$ cat config.mk
export PLATFORM = sky130hd
export DESIGN_NAME = buff_sequencer
export DESIGN_NICKNAME = d
export VERILOG_FILES = /design/src/rtl/defines_pkg.sv /design/src/rtl/buff_seq_chan.sv /design/src/rtl/buff_sequencer.sv
export SDC_FILE = /design/constraint.sdc
export NUM_CORES = 1
export LEC_CHECK = 0
export CAP_MARGIN = 20
export CORE_AREA = 3 3 51 53
export DETAILED_ROUTE_END_ITERATION = 8
export DIE_AREA = 0 0 54 56
export PLACE_DENSITY = 0.73
export SLEW_MARGIN = 15
export SYNTH_ARGS = -nofsm -noshare
export SYNTH_HDL_FRONTEND = slang
export SYNTH_HIERARCHICAL = 1
export SYNTH_SLANG_ARGS = --single-unit
$ cat constraint.sdc
create_clock -name clk -period 2.35 [get_ports clk]
set_clock_uncertainty 0.15 [all_clocks]
set_input_delay 0.47 -clock clk [delete_from_list [all_inputs] [get_ports clk]]
set_output_delay 0.47 -clock clk [all_outputs]
set_load 0.1 [all_outputs]
$ cat src/rtl/defines_pkg.sv
// Shared types for the buffer frame sequencer.
package defines_pkg;

   typedef enum logic [1:0] {
      SEQ_IDLE  = 2'd0,
      SEQ_START = 2'd1,
      SEQ_RUN   = 2'd2
   } seq_state_t;

   // Counter width that never collapses to zero bits.
   function automatic int unsigned clog2_min1(input int unsigned n);
      return (n <= 1) ? 1 : $clog2(n);
   endfunction

endpackage

$ cat src/rtl/buff_seq_chan.sv
// One sequencing channel: turns a held request into a start toggle, FRAME
// enabled cycles and a stop toggle. All outputs come straight from flops.
module buff_seq_chan
   import defines_pkg::*;
#(
   parameter int unsigned FRAME = 16
) (
   input  logic clk,
   input  logic rst,
   input  logic req,
   input  logic allow,
   output logic toggle,
   output logic start,
   output logic done,
   output logic busy,
   output logic last
);

   localparam int unsigned CNT_W = clog2_min1(FRAME);
   localparam logic [CNT_W-1:0] CNT_LAST = CNT_W'(FRAME - 1);

   seq_state_t state_q, state_d;
   logic [CNT_W-1:0] cnt_q, cnt_d;
   logic toggle_q, toggle_d;
   logic start_q, start_d;
   logic done_q, done_d;
   logic busy_q, busy_d;
   logic last_q, last_d;

   always_ff @(posedge clk) begin
      if (rst) begin
         state_q  <= SEQ_IDLE;
         cnt_q    <= '0;
         toggle_q <= 1'b0;
         start_q  <= 1'b0;
         done_q   <= 1'b0;
         busy_q   <= 1'b0;
         last_q   <= 1'b0;
      end else begin
         state_q  <= state_d;
         cnt_q    <= cnt_d;
         toggle_q <= toggle_d;
         start_q  <= start_d;
         done_q   <= done_d;
         busy_q   <= busy_d;
         last_q   <= last_d;
      end
   end

   // Next state; outputs are decoded from the next state so they register cleanly.
   always_comb begin
      state_d = state_q;
      cnt_d   = cnt_q;
      unique case (state_q)
         SEQ_IDLE: begin
            cnt_d = '0;
            if (req && allow) state_d = SEQ_START;
         end
         SEQ_START: begin
            state_d = SEQ_RUN;
            cnt_d   = '0;
         end
         SEQ_RUN: begin
            if (cnt_q == CNT_LAST) begin
               state_d = SEQ_IDLE;
               cnt_d   = '0;
            end else begin
               cnt_d = cnt_q + CNT_W'(1);
            end
         end
         default: begin
            state_d = SEQ_IDLE;
            cnt_d   = '0;
         end
      endcase

      last_d   = (state_d == SEQ_RUN) && (cnt_d == CNT_LAST);
      start_d  = (state_d == SEQ_START);
      toggle_d = start_d || last_d;
      busy_d   = (state_d != SEQ_IDLE);
      done_d   = (state_q == SEQ_RUN) && (cnt_q == CNT_LAST);
   end

   assign toggle = toggle_q;
   assign start  = start_q;
   assign done   = done_q;
   assign busy   = busy_q;
   assign last   = last_q;

endmodule

$ cat src/rtl/buff_sequencer.sv
// Frame sequencer for buff_controller: write/read channels plus frame
// occupancy tracking so a frame is never overwritten before it is read.
module buff_sequencer
   import defines_pkg::*;
#(
   parameter  int unsigned SIZE    = 64,
   parameter  int unsigned FRAME   = 16,
   parameter  int unsigned RD_LAT  = 1,
   localparam int unsigned NFRAMES = SIZE / FRAME,
   localparam int unsigned LVL_W   = $clog2(NFRAMES + 1)
) (
   input  logic             clk,
   input  logic             rst,
   input  logic             wr_req,
   input  logic             rd_req,
   output logic             wr_toggle,
   output logic             rd_toggle,
   output logic             wr_start,
   output logic             rd_start,
   output logic             wr_done,
   output logic             rd_done,
   output logic             rd_valid,
   output logic             wr_busy,
   output logic             rd_busy,
   output logic [LVL_W-1:0] level,
   output logic             full,
   output logic             empty
);

   logic wr_last, rd_last;
   logic wr_allow_c, rd_allow_c;
   logic rd_run_c;
   logic [LVL_W-1:0] level_q, level_d;
   logic full_q, full_d;
   logic empty_q, empty_d;

   assign wr_allow_c = (level_q < LVL_W'(NFRAMES));
   assign rd_allow_c = (level_q != '0);

   buff_seq_chan #(.FRAME(FRAME)) u_wr_chan (
      .clk    (clk),
      .rst    (rst),
      .req    (wr_req),
      .allow  (wr_allow_c),
      .toggle (wr_toggle),
      .start  (wr_start),
      .done   (wr_done),
      .busy   (wr_busy),
      .last   (wr_last)
   );

   buff_seq_chan #(.FRAME(FRAME)) u_rd_chan (
      .clk    (clk),
      .rst    (rst),
      .req    (rd_req),
      .allow  (rd_allow_c),
      .toggle (rd_toggle),
      .start  (rd_start),
      .done   (rd_done),
      .busy   (rd_busy),
      .last   (rd_last)
   );

   // A frame under read stays counted until its last word, protecting its slot.
   always_comb begin
      level_d = level_q;
      unique case ({wr_last, rd_last})
         2'b10:   level_d = level_q + LVL_W'(1);
         2'b01:   level_d = level_q - LVL_W'(1);
         default: level_d = level_q;
      endcase
      full_d  = (level_d == LVL_W'(NFRAMES));
      empty_d = (level_d == '0);
   end

   always_ff @(posedge clk) begin
      if (rst) begin
         level_q <= '0;
         full_q  <= 1'b0;
         empty_q <= 1'b1;
      end else begin
         level_q <= level_d;
         full_q  <= full_d;
         empty_q <= empty_d;
      end
   end

   assign level = level_q;
   assign full  = full_q;
   assign empty = empty_q;

   // Read-enable image of the buffer: RUN cycles of the read channel.
   assign rd_run_c = rd_busy && !rd_start;

   generate
      if (RD_LAT == 0) begin : g_no_lat
         assign rd_valid = rd_run_c;
      end else begin : g_lat
         logic [RD_LAT-1:0] vld_q, vld_d;

         always_comb begin
            vld_d    = vld_q << 1;
            vld_d[0] = rd_run_c;
         end

         always_ff @(posedge clk) begin
            if (rst) vld_q <= '0;
            else     vld_q <= vld_d;
         end

         assign rd_valid = vld_q[RD_LAT-1];
      end
   endgenerate

endmodule

==> impl_metrics.tcl <==
set metrics [dict create \
    outcome "completed" \
    period_needed_ps 1920 \
    clockRootBuffer "clkbuf_4" \
    n_fill_cell 191 \
    cp_max_fo 4 \
    synthCells 105 \
    rsz0062_at_grt "no" \
    max_freq_mhz 521 \
    ir_drop_v 0.000377 \
    min_path_type "register to register" \
    n_antenna_cell 0 \
    start_util 0.493 \
    synth_top_cell_by_area "dfxtp_1" \
    p_leak_uw 0.000521 \
    rrSetupSlack_ps 430 \
    synth-edff-count 0 \
    grt-busiest-layer "met2" \
    core_sq_um 2190 \
    use_met1 0.164 \
    synth_most_common_cell "dfxtp_1" \
    maxCapViolations 0 \
    syn2layout_area_growth_pct 19.6 \
    async_reset_ff_frac 0 \
    drcViolationCount 0 \
    clkSinkCount 28 \
    worstPathArrival_ps 2030 \
    ys_seq_area_frac 0.519 \
    die_x_um 54 \
    clkLatencyLatePin_ps 320 \
    path_cells "inv_1 -> ha_1 -> inv_1 -> fa_1 -> xor2_1 -> or3_4 -> a211oi_2" \
    drive_gt1_frac 0.230 \
    tns_ps 0 \
    cp-end-kind "register" \
    cts_buffers 3 \
    use_met3 0.0268 \
    timing.rr.end "full" \
    portBuffers 17 \
    hold_viol 0 \
    yosysUniqueCellTypes 30 \
    synthesis.nets 113 \
    crit_required_ps 2460 \
    placed_cells 150 \
    cts_hold_buf 0 \
    grt-ovfl-total 0 \
    num_rows 17 \
    gp_congestion 0.776 \
    clk_pin_slew_worst_paths_ps 140 \
    synth-seq-cells 28 \
    fin_crit_sh 0.817 \
    crit_start "u_wr_chan/last" \
    use_met2 0.223 \
    grt_max_degree 16 \
    grt.total_usage 0.137 \
    post_cts.repair.setup_buffers 0 \
    powerDensity_nw_per_um2 600 \
    grt_pass1_wl_um 3100 \
    synthesis.area_sq_um 1080 \
    worstMarginPinSlew_ps 482 \
    critPathMostFrequentCell "inv_1" \
    num-nets-final 135 \
    first_pass_iters 4 \
    holdWs_ps 281 \
    wl_per_cell_um 11.4 \
    cp-endpoint "full" \
    cts_tree "done" \
    routed_via_density 5.10 \
    dieArea_sq_um 3020 \
    slowest_delay_ps 370 \
    worstSetupPathType "register to register" \
    r2r_start "u_wr_chan/last" \
    syn_avg_cell_area_sq_um 10.3 \
    report.final.setup_viol 0 \
    r2r_cells 7 \
    dp_hpwl_um 1330 \
    wl_um 1750 \
    antenna_left 0 \
    die_y_um 56 \
    hold_start "u_rd_chan/start" \
    ys_top_cells_by_count "dfxtp_1 (28), nor2_1 (9), a21oi_1 (8)" \
    finalMaxSlewViolations 0 \
    max_slew_margin 0.678 \
    synth_top_area_frac 0.519 \
    num_vias 786 \
    htreeDepth 1 \
    post_cts_resized 0 \
    drtIter0Drc 14 \
    grt_pass1_vias 745 \
    slowest_stage "fa_1" \
    synth-warning-count 6 \
    startpoint_type "register" \
    netlist_top_cells_area "dfxtp_1 (52%), a21oi_1 (3.7%), ha_1 (3.5%)" \
    io_pins 18 \
    antenna_found_initial 0 \
    cts_max_path_buffers 2 \
    fin_cells 154 \
    post-route-util 0.590 \
    total_power_uw 776 \
    ys.flop_type "dfxtp_1" \
]
critical path: cells and delay by family, from the launching register on:
kind / cells / cell delay, ps
simple gates: 1 / 350
compound gates: 1 / 210
fa+ha+maj: 2 / 540
buf+inv: 2 / 100
flops: 1 / 320
xor+xnor: 1 / 180
state kept, by name, summed over array words and instances (netlist names), 2 cells and up:
| register | count |
|---|---|
| level | 3 |
| u_rd_chan/cnt_q | 4 |
| u_rd_chan/state_q | 2 |
| u_wr_chan/cnt_q | 4 |
| u_wr_chan/state_q | 2 |
layer usage:
metal / vias to the layer above / wire length, um
met5: - / 0
met4: 0 / 46
met3: 5 / 88
met2: 15 / 782
met1: 355 / 831
li1: 411 / -
cell usage in the layout, fill, tap and decap left out:
master	n
nor3b_2	2
a311oi_2	2
clkbuf_8	1
or2_0	2
nand3_1	2
and2_1	4
ha_1	3
fa_1	1
o21ai_0	1
dfxtp_1	26
clkdlybuf4s50_1	3
a211oi_2	1
nand2b_1	2
clkbuf_4	3
xnor2_1	2
nor3b_1	3
xor2_1	1
o31ai_1	1
dfxtp_2	2
a21o_1	4
or3_4	1
inv_1	6
a22oi_1	1
nand3b_1	2
o21a_1	1
nor2b_1	2
nor3_1	2
a21oi_1	8
nor4_1	4
buf_4	15
a31oi_1	2
nor2_1	9
or3b_4	2
nand2_1	5
report_power, final:
part           leakage (uW)  total, uW  switching (uW)  internal (uW)
clock             0.0000210        228             133           94.8
combinational      0.000272       59.9            41.9           18.0
sequential         0.000228        488            5.77            482
total              0.000521        776             181            595
cell families (layout without fill, tap and decap cells):
| group | count (synthesis) | after routing | synth area share |
|---|---|---|---|
| AND/OR/NAND/NOR | 42 | 42 | 0.237 |
| flip-flops | 28 | 28 | 0.519 |
| AO/OA/AOI/OAI | 21 | 21 | 0.141 |
| buffers and inverters | 7 | 28 | 0.0255 |
| adder cells (fa/ha/maj) | 4 | 4 | 0.0532 |
| XOR/XNOR | 3 | 3 | 0.0243 |
final cells by class:
cell class              instances  area, sq um  share of cell area
clock buffers                   4         36.3              0.0281
inverters                       6         22.5              0.0174
multi-input cells              70          493               0.381
flip-flops and latches         28          563               0.436
well taps                      28         35.0              0.0271
repair buffers                 18          143               0.110
worst min path at each step:
stage                               endpoint  cells after the start
after floorplan           u_rd_chan/cnt_q[0]                      1
after global placement              rd_valid                      1
after detailed placement            rd_valid                      1
after CTS                           rd_valid                      1
after global routing                rd_valid                      1
final                               rd_valid                      1
through the flow:
step / cell area (sq um) / setup slack [ps]
floorplan: 1080 / 186
CTS: 1290 / 417
detailed placement: 1260 / 302
global route: 1290 / 295
finish: 1290 / 431
global placement: 1260 / 324
Power figures use the tool's default switching activity.
